`src/rtl/calc_direct_arb.sv`:
```
// rtl/calc_direct_arb.sv - two-port ray arbiter, in-flight tracker and drained colour config for calc_direct
// Build option: define CDARB_RR_EN for round-robin arbitration; otherwise port 0 has fixed priority.
module calc_direct_arb #(
   parameter int  INFLIGHT_W               = 5,
   parameter type dirpint_to_calc_direct_t = logic [31:0],
   parameter type float_color_t            = logic [95:0]
) (
   input  logic                    clk,
   input  logic                    rst,
   input  logic                    req0_valid,
   input  dirpint_to_calc_direct_t req0_data,
   output logic                    req0_stall,
   input  logic                    req1_valid,
   input  dirpint_to_calc_direct_t req1_data,
   output logic                    req1_stall,
   output logic                    dirpint_to_calc_direct_valid,
   output dirpint_to_calc_direct_t dirpint_to_calc_direct_data,
   input  logic                    dirpint_to_calc_direct_stall,
   input  logic                    calc_direct_to_BM_valid,
   input  logic                    calc_direct_to_BM_stall,
   input  logic                    cfg_we,
   input  logic                    cfg_sel,
   input  float_color_t            cfg_data,
   output logic                    cfg_busy,
   output float_color_t            ambient,
   output float_color_t            light_color
);
   typedef enum logic [1:0] {RUN = 2'd0, DRAIN = 2'd1, UPDATE = 2'd2} state_t;

   localparam logic [INFLIGHT_W-1:0] INFLIGHT_MAX = '1;
   localparam logic [INFLIGHT_W-1:0] INFLIGHT_ONE = INFLIGHT_W'(1);

   state_t                  state, state_nxt;
   logic                    out_valid;
   dirpint_to_calc_direct_t out_data;
   logic [INFLIGHT_W-1:0]   inflight;
   logic                    pend_sel;
   float_color_t            pend_data;
   logic                    busy;
   float_color_t            ambient_q, light_q;
   logic                    can_accept, pick0, pick1, take0, take1, out_xfer, bm_xfer;

`ifdef CDARB_RR_EN
   logic last_grant;

   // On a tie the port that did not win last time goes first.
   assign pick0 = req0_valid && (!req1_valid || last_grant);
   assign pick1 = req1_valid && (!req0_valid || !last_grant);

   always_ff @(posedge clk or negedge rst) begin
      if (!rst) begin
         last_grant <= 1'b1;
      end else if (take0) begin
         last_grant <= 1'b0;
      end else if (take1) begin
         last_grant <= 1'b1;
      end
   end
`else
   assign pick0 = req0_valid;
   assign pick1 = req1_valid && !req0_valid;
`endif

   assign can_accept = (state == RUN) && (!out_valid || !dirpint_to_calc_direct_stall) &&
                       (inflight != INFLIGHT_MAX);
   assign take0      = can_accept && pick0;
   assign take1      = can_accept && pick1;
   assign req0_stall = !take0;
   assign req1_stall = !take1;
   assign out_xfer   = out_valid && !dirpint_to_calc_direct_stall;
   assign bm_xfer    = calc_direct_to_BM_valid && !calc_direct_to_BM_stall;

   always_comb begin
      state_nxt = state;
      case (state)
         RUN:     if (cfg_we) state_nxt = DRAIN;
         DRAIN:   if (!out_valid && (inflight == '0)) state_nxt = UPDATE;
         UPDATE:  state_nxt = RUN;
         default: state_nxt = RUN;
      endcase
   end

   always_ff @(posedge clk or negedge rst) begin
      if (!rst) begin
         state     <= RUN;
         out_valid <= 1'b0;
         out_data  <= '0;
         inflight  <= '0;
         pend_sel  <= 1'b0;
         pend_data <= '0;
         busy      <= 1'b0;
         ambient_q <= '0;
         light_q   <= '0;
      end else begin
         state <= state_nxt;

         if (take0 || take1) begin
            out_valid <= 1'b1;
            out_data  <= take0 ? req0_data : req1_data;
         end else if (out_xfer) begin
            out_valid <= 1'b0;
         end

         // Saturate both ends so a late transfer at max cannot wrap the count.
         case ({out_xfer, bm_xfer})
            2'b10:   if (inflight != INFLIGHT_MAX) inflight <= inflight + INFLIGHT_ONE;
            2'b01:   if (inflight != '0) inflight <= inflight - INFLIGHT_ONE;
            default: ;
         endcase

         if ((state == RUN) && cfg_we) begin
            busy      <= 1'b1;
            pend_sel  <= cfg_sel;
            pend_data <= cfg_data;
         end else if (state == UPDATE) begin
            busy <= 1'b0;
            if (pend_sel) light_q   <= pend_data;
            else          ambient_q <= pend_data;
         end
      end
   end

   assign dirpint_to_calc_direct_valid = out_valid;
   assign dirpint_to_calc_direct_data  = out_data;
   assign cfg_busy                     = busy;
   assign ambient                      = ambient_q;
   assign light_color                  = light_q;
endmodule

```
`config.mk`:
```
export PLATFORM = sky130hd
export DESIGN_NAME = calc_direct_arb
export DESIGN_NICKNAME = d
export VERILOG_FILES = /design/src/rtl/calc_direct_arb.sv
export SDC_FILE = /design/constraint.sdc
export NUM_CORES = 1
export LEC_CHECK = 0
export BUFFER_PORTS_ARGS = -buffer_cell sky130_fd_sc_hd__buf_4
export CAP_MARGIN = 20
export CORE_ASPECT_RATIO = 0.7
export CORE_MARGIN = 1
export CORE_UTILIZATION = 35
export CTS_BUF_LIST = sky130_fd_sc_hd__clkbuf_16
export DETAILED_ROUTE_END_ITERATION = 7
export GPL_TIMING_DRIVEN = 0
export PLACE_DENSITY = 0.64
export SLEW_MARGIN = 20
export SYNTH_ARGS = -nofsm -noshare
export SYNTH_HDL_FRONTEND = slang
export SYNTH_SLANG_ARGS = --single-unit
```
`constraint.sdc`:
```
create_clock -name clk -period 6.02 [get_ports clk]
set_input_delay 1.204 -clock clk [delete_from_list [all_inputs] [get_ports clk]]
set_output_delay 1.204 -clock clk [all_outputs]
set_load 0.1 [all_outputs]
```
==> results.ini <==
[timing]
hold_violations = 0
rsz0062_at_grt = false
slew_headroom_pct = 51.7
drv_slew = 0
setup_viol = 0
max_freq_mhz = 262
tns_ns = 0
finalCritPeriodShare_pct = 63.4
fin_worst_skew_ns = 0.0215
max_slew.worst_pin.slew_ns = 0.724
min_period_ns = 3.82

[global_routing]
grt_pass1_wl_um = 51600
grt_pass1_vias = 8874
met1_usage_pct = 23.8
grt-ovfl-total = 0
globalRouteMet2Util_pct = 29.2
grt_util_met3_pct = 4.11
grt_max_degree = 99
grt_antenna_before_repair = 1
grt_usage_pct = 17.8
top_usage_layer = met2

[route]
wl_per_cell_um = 19.0
antenna_left = 0
drc = 0
dr.pass1.iters = 4
via_count = 8513
vias_per_cell = 4.83
routed_wirelength_um = 33600
drtIter0Drc = 389

[yosys]
synthTopCellsByArea = dfrtp_1, mux2_2, mux2_1, o22ai_1, a21oi_1
seq_area_frac_synth_pct = 64.5
synth-seq-cells = 330
synth-async-reset-ratio_pct = 100
synth.cell_area_um2 = 12800
synth_cell_types = 38
yosysMostFrequentCell = dfrtp_1
ys.flop_type = dfrtp_1
syn_inst = 825
synth_edf_count = 0
yosysTopAreaCellShare_pct = 64.5
synth_commonest_cells = dfrtp_1, mux2_2, o22ai_1
syn_nets = 998
yosys_warnings = 0
avgSynthCellArea_um2 = 15.5
synth_area_leader_cell = dfrtp_1

[power]
swShare_pct = 48.9
pwr-share-comb_pct = 48.2
power.internal_w = 0.00538
ir_drop_uv = 473
leakagePower_nw = 8.79
clkPwrFrac_pct = 18.5
seqPwrFrac_pct = 33.2
power_density_nw_per_um2 = 603
power.switching_w = 0.00515

[critical_path]
crit_path_frequent_cell = buf_4
end_kind = output port
cp_data_required_time_ns = 4.82
critical_path_cell_count = 6
crit_chain = buf_4 > a211oi_2 > a21boi_4 > buf_6 > nand3_1 > buf_4
critPathTopFamily = compound AO/OA/AOI/OAI gates
critical_path_class = input port to output port
r2r_cells = 9
cp_num_buf_inv = 3
setup.worst_path.start_class = input port
cp_data_arrival_time_ns = 2.62
critical_path.slowest_cell = a21boi_4
critPathMaxStageDelay_ns = 0.40
critPathMaxFanout = 10

[floorplan]
die_height_um = 162
ios = 397
num_rows = 58
fp.dieW_um = 231
core-area_um2 = 36000
initial_core_util_pct = 35.6
dieArea_um2 = 37400

[place]
numPortBuffers = 395
gp_congestion = 0.751
hpwl_um = 24200
dp_cells = 1703

[layout]
fin_util_pct = 48.6
drive_gt1_share_pct = 57.4
final_nets = 1432
final_cells = 1762
area_growth_pct = 36.4

[clocking]
cts_buffers = 34
clk_pin_slew_worst_paths_ns = 0.06
root_buffer = clkbuf_16
cts_tree = done
cts_setup_buffers = 0
cts_resized = 0
worst_skew_pair.late_latency_ns = 0.52
cts_max_path_buffers = 3
htree_levels = 2
clock_sinks = 330
holdBufCountCts = 0

[min_path]
worst_hold_path_type = register to register
hold_depth = 1

[flow_run]
max_cap_viol_count = 0

[run_status]
status = finished, final reports clean

==> flip-flops by register name, summed over array words and instances, names as in the netlist <==
name                          count
ambient                          96
dirpint_to_calc_direct_data      32
dirpint_to_calc_direct_valid      1
pend_sel                          1
pend_data                        96
state                             2
cfg_busy                          1
inflight                          5
light_color                      96
==> path summary, 6_finish.rpt <==
kind | startpoint | to | slack, ns
setup reg to reg | dirpint_to_calc_direct_valid | inflight[4] | 3.67
min in group asynchronous | rst | light_color[70] | 0.68
hold reg to reg | ambient[65] | ambient[65] | 0.48
max in group asynchronous | rst | pend_data[24] | 3.95
hold / removal | ambient[65] | ambient[65] | 0.48
setup / recovery | dirpint_to_calc_direct_stall | req1_stall | 2.20
==> kinds of logic (layout without fill, tap and decap cells) <==
logic type	after synthesis	after routing	share of synthesized area, %
AOI/OAI and AO/OA	111	111	5.40
adders and majority gates	4	4	0.391
buffers and inverters	55	511	2.55
other	0	1	0
and+or+nand+nor	29	29	1.29
DFF	330	330	64.5
muxes	290	290	25.5
xor gates and xnor gates	6	6	0.410
==> cell usage in the layout, fill, tap and decap left out, types with 2 or more instances in the layout <==
cell type / count
nor3_1: 2
inv_6: 3
clkbuf_16: 34
o211ai_2: 2
nor2_1: 3
clkinv_2: 6
buf_2: 27
buf_4: 401
buf_6: 8
nand2b_1: 3
dfrtp_1: 330
clkinv_1: 7
o211ai_1: 2
nand2_1: 6
mux2_2: 244
mux2_1: 46
a21oi_1: 35
o22ai_1: 63
xnor2_1: 5
nor2b_1: 4
inv_1: 10
nand3_1: 3
buf_16: 3
ha_1: 4
clkbuf_1: 8
==> area by class of cell <==
cell class | count | area (um2)
Buffer | 50 | 308
Tap cell | 480 | 601
Sequential cell | 330 | 8260
Multi-Input combinational cell | 440 | 4230
Clock buffer | 34 | 851
Clock inverter | 24 | 156
Timing Repair Buffer | 398 | 3060
Inverter | 5 | 18.8
Antenna cell | 1 | 2.50
Fill cell | 3220 | 18500
==> power groups by stage <==
stage	sequential, W	combinational, W	clock [W]
2_1_floorplan	0.00632	0.00108	0
3_3_place_gp	0.00350	0.00505	0
3_5_place_dp	0.00353	0.00511	0
4_1_cts	0.00350	0.00512	0.00202
5_1_grt	0.00361	0.00526	0.00211
6_report	0.00350	0.00508	0.00195
==> metal layers <==
metal | vias to the layer above | wire length [um]
met1 | 4348 | 14800
met5 | - | 0
met4 | 0 | 696
met2 | 243 | 16100
met3 | 45 | 1950
li1 | 3877 | -
==> through the flow <==
| step | setup WS (ns) | hold slack [ns] | power (W) | area, um2 |
|---|---|---|---|---|
| after global routing | 2.09 | 0.508 | 0.0110 | 17500 |
| after detailed placement | 2.20 | 0.476 | 0.00865 | 16500 |
| after global placement | 0.609 | 0.470 | 0.00855 | 16400 |
| after CTS | 2.20 | 0.489 | 0.0106 | 17500 |
| final | 2.20 | 0.482 | 0.0105 | 17500 |
| after floorplan | 2.12 | 0.473 | 0.00740 | 12800 |
Power figures use the tool's default switching activity.
